`config.mk`:
```
export PLATFORM = sky130hd
export DESIGN_NAME = sum_decoder_serial_flat
export DESIGN_NICKNAME = d
export VERILOG_FILES = /design/src/rtl/sum_decoder_serial_if.sv /design/src/rtl/sum_decoder_serial.sv /design/src/flat_wrapper.sv
export SDC_FILE = /design/constraint.sdc
export NUM_CORES = 1
export LEC_CHECK = 0
export BUFFER_PORTS_ARGS = -buffer_cell sky130_fd_sc_hd__buf_4
export CAP_MARGIN = 20
export CORE_MARGIN = 2
export CORE_UTILIZATION = 50
export CTS_BUF_LIST = sky130_fd_sc_hd__clkbuf_4 sky130_fd_sc_hd__clkbuf_8 sky130_fd_sc_hd__clkbuf_16
export DETAILED_ROUTE_END_ITERATION = 10
export MAX_ROUTING_LAYER = met4
export PLACE_DENSITY = 0.77
export SYNTH_ARGS = -nofsm -noshare
export SYNTH_HDL_FRONTEND = slang
export SYNTH_SLANG_ARGS = --single-unit
```
`constraint.sdc`:
```
create_clock -name clk -period 1.8 [get_ports clk]
set_clock_uncertainty 0.15 [all_clocks]
set_input_delay 0.09 -clock clk [delete_from_list [all_inputs] [get_ports clk]]
set_output_delay 0.09 -clock clk [all_outputs]
set_load 0.02 [all_outputs]
```
`src/rtl/sum_decoder_serial_if.sv`:
```
`default_nettype none
// ============================================================================
// Module      : sum_decoder_serial_if
// Description : Handshake and data bundle for the bit-serial sum decoder.
//               The producer side (master) offers a sum/operand pair and
//               accepts the decoded result; the decoder is the slave.
// Revision    : 1.0 - initial release
// ============================================================================
interface sum_decoder_serial_if #(
    parameter int W = 6
);
    logic         in_valid;
    logic         in_ready;
    logic [W:0]   y;
    logic [W-1:0] b;
    logic         out_valid;
    logic         out_ready;
    logic [W:0]   d;
    logic         borrow;
    logic         err;

    modport master (
        output in_valid, y, b, out_ready,
        input  in_ready, out_valid, d, borrow, err
    );

    modport slave (
        input  in_valid, y, b, out_ready,
        output in_ready, out_valid, d, borrow, err
    );
endinterface
`default_nettype wire

```
`src/rtl/sum_decoder_serial.sv`:
```
`default_nettype none
// ============================================================================
// Module      : sum_decoder_serial
// Description : Bit-serial subtractor recovering A = Y - B from a (W+1)-bit
//               sum and the W-bit operand B, one bit per clock through a
//               single borrow flop. Flags results that cannot be a W-bit A.
// Revision    : 1.0 - initial release
// ============================================================================
module sum_decoder_serial #(
    parameter int W = 6
) (
    input  wire logic             clk,
    input  wire logic             rst_n,
    sum_decoder_serial_if.slave   bus
);
    localparam int            CW     = $clog2(W + 1);
    localparam logic [CW-1:0] c_LAST = CW'(W);

    typedef enum logic [1:0] {
        S_IDLE = 2'd0,
        S_CALC = 2'd1,
        S_DONE = 2'd2
    } state_t;

    state_t         r_state;
    logic [W:0]     r_ysh;
    logic [W:0]     r_bsh;
    logic [W-1:0]   r_res;      // low W result bits collected so far, LSB-last
    logic [CW-1:0]  r_cnt;
    logic           r_br;
    logic [W:0]     r_d;
    logic           r_borrow;
    logic           r_err;
    logic           r_in_ready;
    logic           r_out_valid;

    logic           w_y0;
    logic           w_b0;
    logic           w_dbit;
    logic           w_br_nxt;

    // One full-subtractor slice on the current LSBs of the shift registers.
    assign w_y0     = r_ysh[0];
    assign w_b0     = r_bsh[0];
    assign w_dbit   = w_y0 ^ w_b0 ^ r_br;
    assign w_br_nxt = (~w_y0 & w_b0) | (~(w_y0 ^ w_b0) & r_br);

    assign bus.in_ready  = r_in_ready;
    assign bus.out_valid = r_out_valid;
    assign bus.d         = r_d;
    assign bus.borrow    = r_borrow;
    assign bus.err       = r_err;

    // Control FSM and datapath; outputs are only updated on the final bit so
    // they stay frozen while a later operation is still shifting.
    always_ff @(posedge clk or negedge rst_n) begin
        if (!rst_n) begin
            r_state     <= S_IDLE;
            r_ysh       <= '0;
            r_bsh       <= '0;
            r_res       <= '0;
            r_cnt       <= '0;
            r_br        <= 1'b0;
            r_d         <= '0;
            r_borrow    <= 1'b0;
            r_err       <= 1'b0;
            r_in_ready  <= 1'b1;
            r_out_valid <= 1'b0;
        end else begin
            case (r_state)
                S_IDLE: begin
                    if (bus.in_valid && r_in_ready) begin
                        r_ysh      <= bus.y;
                        r_bsh      <= {1'b0, bus.b};
                        r_br       <= 1'b0;
                        r_cnt      <= '0;
                        r_in_ready <= 1'b0;
                        r_state    <= S_CALC;
                    end
                end
                S_CALC: begin
                    r_ysh <= r_ysh >> 1;
                    r_bsh <= r_bsh >> 1;
                    r_br  <= w_br_nxt;
                    r_res <= {w_dbit, r_res[W-1:1]};
                    r_cnt <= r_cnt + 1'b1;
                    if (r_cnt == c_LAST) begin
                        // The bit produced now is d[W]; the rest sit in r_res.
                        r_d         <= {w_dbit, r_res};
                        r_borrow    <= w_br_nxt;
                        r_err       <= w_br_nxt | w_dbit;
                        r_out_valid <= 1'b1;
                        r_state     <= S_DONE;
                    end
                end
                S_DONE: begin
                    if (bus.out_ready) begin
                        r_out_valid <= 1'b0;
                        r_in_ready  <= 1'b1;
                        r_state     <= S_IDLE;
                    end
                end
                default: begin
                    r_state     <= S_IDLE;
                    r_in_ready  <= 1'b1;
                    r_out_valid <= 1'b0;
                end
            endcase
        end
    end
endmodule
`default_nettype wire

```
`src/flat_wrapper.sv`:
```
// flat-port wrapper written by rule: the top's interface ports become plain ports
module sum_decoder_serial_flat 
#(
    parameter int W = 6
)
  (clk, rst_n, bus_in_valid, bus_y, bus_b, bus_out_ready, bus_in_ready, bus_out_valid, bus_d, bus_borrow, bus_err);
  sum_decoder_serial_if #(.W(W)) bus_i ();
  input  wire logic clk;
  input  wire logic rst_n;
  input wire logic [$bits(bus_i.in_valid)-1:0] bus_in_valid;
  input wire logic [$bits(bus_i.y)-1:0] bus_y;
  input wire logic [$bits(bus_i.b)-1:0] bus_b;
  input wire logic [$bits(bus_i.out_ready)-1:0] bus_out_ready;
  output wire logic [$bits(bus_i.in_ready)-1:0] bus_in_ready;
  output wire logic [$bits(bus_i.out_valid)-1:0] bus_out_valid;
  output wire logic [$bits(bus_i.d)-1:0] bus_d;
  output wire logic [$bits(bus_i.borrow)-1:0] bus_borrow;
  output wire logic [$bits(bus_i.err)-1:0] bus_err;
  assign bus_i.in_valid = bus_in_valid;
  assign bus_i.y = bus_y;
  assign bus_i.b = bus_b;
  assign bus_i.out_ready = bus_out_ready;
  assign bus_in_ready = bus_i.in_ready;
  assign bus_out_valid = bus_i.out_valid;
  assign bus_d = bus_i.d;
  assign bus_borrow = bus_i.borrow;
  assign bus_err = bus_i.err;
  sum_decoder_serial #(.W(W)) u_core (.clk(clk), .rst_n(rst_n), .bus(bus_i));
endmodule
```
### After elaboration in Yosys (flattened, before gate mapping)

Index checks and enable logic that the tools add are counted.

* flip-flop bits (word level): 37
* input port bits: 17
* output and inout bits: 11
* logic and storage cells: 53

* add/sub/neg operators: 1
* equality and inequality tests: 6
* mux-type cells: 17
* bitwise operators: 10
* reduce and logical (&&, ||, !) cells: 8

Operator list (number)
* case mux 7 bit (2 select lines): 2
* 2-to-1 mux 7 bit: 2
* AND reduction 3 bit: 3
* 2-to-1 mux 2 bit: 3
* case mux 1 bit (3 select lines): 2
* case mux 2 bit (3 select lines): 1
* case mux 3 bit (2 select lines): 1
* 2-to-1 mux 1 bit: 4
* inequality test 2 x 1 -> 1 bit, second input constant: 2
* NOT 1 bit: 4
* AND reduction 2 bit: 2
* adder 3 x 1 -> 3 bit, second input constant: 1
* equality test 3 bit, second input constant: 1
* 2-to-1 mux 3 bit: 1
* AND 1 bit: 2
* equality test 2 x 1 -> 1 bit, second input constant: 1
* equality test 2 bit, second input constant: 1
* logical NOT 2 bit: 1
* inequality test 2 bit, second input constant: 1
* OR 1 bit: 2
* case mux 1 bit (2 select lines): 1
* nonzero test 2 bit: 1
* bitwise XOR 1 bit: 2
* logical AND 1 bit: 1

### Longest topological paths before layout

Gate-level depths: netlist (run 1).

* depth in word-level cells: 5
* depth in mapped cells: 6
* gate-level depth less buffers: 5

### Least setup slack after synthesis (run 1)

Ideal clock, no wire load.

* path type: register -> register
* start point: register u_core.r_in_ready, in the netlist u_core.bus.in_ready
* end point: register u_core.r_bsh[4]
* library setup time: 0.125 ns
* arrival: 1.306 ns
* data required time: 1.525 ns
* setup slack: 0.218 ns
* cell stages (with the launch flop): 5
* path buffers: 1
* period minus slack after synthesis: 1.582 ns
* path through: dfstp_2 -> a21oi_4 -> nor2_4 -> buf_6 -> mux2_4

* cells in the longest elaborated chain, start to end: 3

RTL lines
* start, declared: RTL line sum_decoder_serial.sv:34 `logic r_in_ready;`
* start signal, assigned: RTL line sum_decoder_serial.sv:67 `r_in_ready <= 1'b1;`
* start signal, assigned: RTL line sum_decoder_serial.sv:77 `r_in_ready <= 1'b0;`
* start signal, assigned: RTL line sum_decoder_serial.sv:99 `r_in_ready <= 1'b1;`
* logical AND 1 bit: RTL line sum_decoder_serial.sv:72 `if (bus.in_valid && r_in_ready) begin`
* inequality test 2 x 1 -> 1 bit (no line)
* AND reduction 2 bit (no line)
* end signal, assigned: RTL line sum_decoder_serial.sv:74 `r_bsh <= {1'b0, bus.b};`
* end signal, assigned: RTL line sum_decoder_serial.sv:83 `r_bsh <= r_bsh >> 1;`
* end, declared: RTL line sum_decoder_serial.sv:27 `logic [W:0] r_bsh;`

No other way between the ends.
A chain may end at the register's enable or synchronous reset.

### Final worst setup path (run 1)

* start point: register u_core.r_cnt[0]
* end point: register u_core.r_d[2], in the netlist u_core.bus.d[2]

* cells in the longest elaborated chain, start to end: 2

RTL lines
* start, declared: RTL line sum_decoder_serial.sv:29 `logic [CW-1:0] r_cnt;`
* start signal, assigned: RTL line sum_decoder_serial.sv:86 `r_cnt <= r_cnt + 1'b1;`
* equality test 3 bit: RTL line sum_decoder_serial.sv:87 `if (r_cnt == c_LAST) begin`
* AND reduction 2 bit (no line)
* end signal, assigned: RTL line sum_decoder_serial.sv:89 `r_d <= {w_dbit, r_res};`
* end, declared: RTL line sum_decoder_serial.sv:31 `logic [W:0] r_d;`

No other way between the ends.

==> flow_metrics.tcl, run 1 <==
set metrics [dict create \
    status "finished, final reports clean" \
    grt_pass1_wl_um 5513 \
    pwr-share-seq 0.402 \
    synthTopCellsByCount "35 x dfrtp_1, 20 x mux2_4, 13 x mux2_2, 9 x o21ai_0, 8 x nand2_1" \
    ios 28 \
    clkPwrFrac 0.162 \
    initial_core_util 0.5174 \
    die_w_um 62.77 \
    reg2reg_slack_ps 190 \
    ir_worst_vdd_v 0.0006844 \
    clkTransAtPathRegs_ps 110 \
    ys_seq_area_frac 0.5225 \
    yosys_warnings 0 \
    clock-sinks 36 \
    core.rowCount 21 \
    p_per_area_nw_per_um2 1610 \
    synth_edf_count 0 \
    holdWs_ps 52.09 \
    routed_wl_um 3149 \
    power_leakage_nw 1.095 \
    slew_headroom 0.6933 \
    ys_ff_latch 36 \
    cts_resized 0 \
    vias 1085 \
    critical_path.max_fanout 13 \
    die_h_um 62.77 \
    synth_fp_nets 142 \
    maxCapViolCount 0 \
    power.total_mw 3.546 \
    drive_above_1_share 0.4588 \
    num-nets-final 189 \
    dp_hpwl_um 1949 \
    tns_ps 0 \
    first_pass_iters 2 \
    post-route-period-util 0.8959 \
    synth_area_leader_cell "dfrtp_1" \
    vias_per_cell 5.023 \
    slew_violations 0 \
    drt-initial-drc-count 30 \
    clock.fmax_mhz 620.1 \
    synth_cell_type_count 28 \
    cts_tree "done" \
    synth_area_um2 1727 \
    min_period_ps 1613 \
    antenna_found_initial 0 \
    core_area_um2 3337 \
    p_sw_frac 0.3281 \
    root_buffer "clkbuf_4" \
    fill_cells 262 \
    critPathCaptureType "flop" \
    drc 0 \
    rsz0062_at_grt "false" \
    max_slew.worst_pin.slew_ps 460.1 \
    hold_violations 0 \
    switchingPower_mw 1.163 \
    htree_levels 2 \
    cp.arrival_ps 1700 \
    grt_pass1_vias 1159 \
    syn_inst 122 \
    synth_most_common_cell "dfrtp_1" \
    grt_usage 0.1909 \
    overflow 0 \
    gp_congestion 0.8159 \
    critical_path_class "flop to flop" \
    cp.required_ps 1890 \
    wl_per_cell_um 14.58 \
    area_growth_syn_to_layout_pct 27.54 \
    start_kind "flop" \
    clock_path_buffers 2 \
    regArea_um2 902.1 \
    async_flop_share 1.000 \
    die_area_um2 3939 \
    cts_buffers 5 \
    synth_top_area_share 0.5072 \
    hp-class "input pin to flop" \
    comb_power_share 0.435 \
    intPower_mw 2.383 \
    yosys-top-cells-area "dfrtp_1 51%, mux2_4 17%, mux2_2 8.5%, o21ai_0 2.6%, buf_6 2.6%" \
    setup_violations 0 \
    diodes 0 \
    ys.flop_type "dfrtp_1" \
    ant_nets 0 \
    insertion_delay_ps 340 \
    multi_input_area_um2 740.7 \
    grt_max_degree 37 \
    postSynthAreaPerCell_um2 14.15 \
    io_buffers 27 \
]
==> metal layers <==
layer,vias to the layer above,GRT usage,share of wire
li1,518,-,-
met1,536,0.2290,0.44
met2,21,0.2984,0.51
met3,10,0.04865,0.032
met4,0,0.1000,0.027
met5,-,-,0
==> power groups by stage <==
stage                     Combinational, mW  Clock [mW]  Sequential, mW
after floorplan                        1.10           0            1.48
after global placement                 1.48           0            1.42
after detailed placement               1.53           0            1.43
after CTS                              1.56       0.588            1.42
after global routing                   1.69       0.629            1.48
final                                  1.54       0.575            1.43
==> registers in the layout (all words and copies together) (netlist names) <==
| register | cells |
|---|---|
| u_core.r_bsh | 6 |
| u_core.r_cnt | 3 |
| u_core.bus.out_valid | 1 |
| u_core.bus.borrow | 1 |
| u_core.bus.d | 7 |
| u_core.bus.in_ready | 1 |
| u_core.bus.err | 1 |
| u_core.r_state | 2 |
| u_core.r_res | 6 |
| u_core.r_br | 1 |
| u_core.r_ysh | 7 |
==> critical path, stage by stage, from the launching register on <==
cell and delay, ps:
dfrtp_1 420, inv_1 80, ha_1 210, nand4b_4 270, mux2_4 380
==> logic make-up (layout without fill, tap and decap cells) <==
kind of cell | after synthesis | after routing | synth area share
DFF | 36 | 36 | 0.5225
muxes | 35 | 35 | 0.2703
AOI/OAI and AO/OA | 19 | 19 | 0.06885
and+or+nand+nor | 16 | 16 | 0.06376
buffers and inverters | 13 | 61 | 0.04855
adders and majority gates | 3 | 3 | 0.02609
==> stage by stage <==
step | instances | instance area, um^2 | setup WS, ps | utilization
2_1_floorplan | 122 | 1727 | 218.4 | -
3_3_place_gp | 193 | 1972 | 234.8 | 0.5909
3_5_place_dp | 193 | 1972 | 210.0 | 0.5909
4_1_cts | 216 | 2202 | 171.6 | 0.6599
5_1_grt | 216 | 2202 | 85.82 | 0.6599
6_report | 216 | 2202 | 187.4 | 0.6599
==> cell type report <==
type / instances / area share
sequential: 36 / 0.4097
multi-input combinational: 73 / 0.3364
timing repair buffer: 46 / 0.1795
tap: 46 / 0.02614
clock buffer: 6 / 0.02045
clock inverter: 2 / 0.01591
inverter: 7 / 0.01193
==> path summary, 6_finish.rpt <==
path,start,end,cells past startpoint
worst max-delay path,u_core.r_cnt[0]$_DFFE_PN0P_,u_core.bus.d[2]$_DFFE_PN0P_,4
worst min register to register,u_core.bus.err$_DFFE_PN0P_,u_core.bus.err$_DFFE_PN0P_,2
worst max register to register,u_core.r_cnt[0]$_DFFE_PN0P_,u_core.bus.d[2]$_DFFE_PN0P_,4
max in group asynchronous,rst_n,u_core.bus.in_ready$_DFFE_PN1P_,2
min in group asynchronous,rst_n,u_core.bus.d[3]$_DFFE_PN0P_,2
worst min-delay path,bus_b[5],u_core.r_bsh[5]$_DFFE_PN0P_,4
==> cell usage in the layout, fill, tap and decap left out, types with 2 or more instances in the layout <==
cell type	netlist	routed
dlygate4sd3_1	0	15
buf_4	1	30
clkbuf_4	0	6
mux2_4	20	20
inv_1	7	7
mux2i_1	2	2
dfrtp_1	35	35
nand2_1	8	8
mux2_2	13	13
a21oi_1	4	4
o21ai_0	9	9
ha_1	2	2
==> what timing repair did <==
action / 4_1_cts / 5_1_grt
hold buffers: 15 / 0
endpoints found under the hold margin: 51 / 0
setup buffers: 0 / 0
(Power assumes the default switching activity.)
==> inputs of run 2 (changes only) <==
Settings changed: CORE_MARGIN 2 to default.
==> flow_metrics.tcl, run 2 (same netlist as run 1, synthesis figures left out) <==
set metrics [dict create \
    die_w_um 60.77 \
    clock_path_buffers 2 \
    maxCapViolCount 0 \
    area_growth_syn_to_layout_pct 25.72 \
    dp_hpwl_um 1975 \
    vias 1078 \
    ios 28 \
    first_pass_iters 3 \
    ant_nets 0 \
    setup_violations 0 \
    antenna_found_initial 0 \
    drt-initial-drc-count 21 \
    die_h_um 60.77 \
    hold_violations 0 \
    diodes 0 \
    clkTransAtPathRegs_ps 100 \
    cts_setup_buffers 0 \
    critPathCaptureType "flop" \
    grt_pass1_wl_um 4733 \
    start_kind "flop" \
    mostFrequentLayoutCell "dfrtp_1" \
    status "finished, final reports clean" \
    rsz0062_at_grt "false" \
    io_buffers 27 \
    grt_max_degree 37 \
    slew_violations 0 \
    drive_above_1_share 0.4615 \
    fill_cells 254 \
    routed_wl_um 2937 \
    die_area_um2 3692 \
    num-nets-final 189 \
    grt_usage 0.1891 \
    critical_path.max_fanout 12 \
    initial_core_util 0.5476 \
    gp_congestion 0.7738 \
    wl_per_cell_um 13.79 \
    grt_pass1_vias 1097 \
    insertion_delay_ps 330 \
    core_area_um2 3153 \
    clock.fmax_mhz 609.5 \
    max_slew.worst_pin.slew_ps 441.1 \
    ir_worst_vdd_v 0.0006548 \
    critical_path_class "flop to flop" \
    hp-class "input pin to async pin" \
    cts_tree "done" \
    vias_per_cell 5.061 \
    holdWs_ps 86.94 \
    core.rowCount 20 \
    clock-sinks 36 \
    cts_buffers 5 \
    final_cell_mix "34 x dfrtp_1, 30 x buf_4, 20 x mux2_4" \
    tns_ps 0 \
    p_per_area_nw_per_um2 1554 \
    fin_util 0.6885 \
    overflow 0 \
    slew_headroom 0.7059 \
    root_buffer "clkbuf_4" \
    cp.required_ps 1880 \
    power_leakage_nw 1.080 \
    drc 0 \
    post-route-period-util 0.9115 \
    htree_levels 2 \
    cp.arrival_ps 1720 \
    min_period_ps 1641 \
]
[run 2: cell count changes in the layout (fill, tap and decap cells not counted), sizes merged]
cell,previous run,this run
bufinv,1,0
[run 2: final cells by class]
cell class	count	area, um^2	share of cell area
Sequential cell	36	903.4	0.4161
Multi-Input combinational cell	73	740.7	0.3412
Timing Repair Buffer	46	395.4	0.1821
Clock buffer	6	45.04	0.02075
Inverter	7	26.28	0.01210
Clock inverter	1	5.005	0.002305
Tap cell	44	55.05	0.02536
[run 2: where the power goes]
group          switching (mW)  internal, mW  total [mW]
sequential              0.264          1.18        1.44
clock                   0.247         0.159       0.406
combinational           0.630         0.896        1.53
total                    1.14          2.23        3.37
[run 2: timing repair]
item	in CTS	in global routing
hold endpoints to repair	51	0
hold buffers	15	0
resized for setup	0	1
endpoints found under the setup margin	0	3
[run 2: critical path: stages (launching register included)]
cell	delay [ps]
dfrtp_2	520
nand2b_4	240
mux2_2	360
mux2_2	260
[run 2: worst paths after layout]
check	startpoint	end	slack (ps)	cells after the start
max reg2reg	u_core.r_state[0]$_DFFE_PN0P_	u_core.r_bsh[2]$_DFFE_PN0P_	160	3
min	rst_n	u_core.r_ysh[4]$_DFFE_PN0P_	90	2
max	u_core.r_state[0]$_DFFE_PN0P_	u_core.r_bsh[2]$_DFFE_PN0P_	160	3
max in group asynchronous	rst_n	u_core.bus.in_ready$_DFFE_PN1P_	1070	2
min in group clk	bus_b[5]	u_core.r_bsh[5]$_DFFE_PN0P_	90	4
min reg2reg	u_core.bus.err$_DFFE_PN0P_	u_core.bus.err$_DFFE_PN0P_	340	2
[run 2: metal layers]
metal  routed length [um]  up-vias  part of all wire  global-route usage
li1                     -      517                 -                   -
met1                 1269      531              0.43              0.2102
met2                 1496       23              0.51              0.3124
met3                  114        7             0.039             0.05117
met4                   57        0             0.019             0.09416
met5                    0        -                 0                   -
[run 2: through the flow]
step | cell area, um^2 | power [mW] | std cells | setup slack [ps]
5_1_grt | 2171 | 3.601 | 213 | 105.3
6_report | 2171 | 3.373 | 213 | 159.4
3_3_place_gp | 1969 | 2.878 | 191 | 127.8
3_5_place_dp | 1969 | 2.966 | 191 | 63.89
2_1_floorplan | 1727 | 2.574 | 122 | 218.4
4_1_cts | 2170 | 3.402 | 213 | 56.48
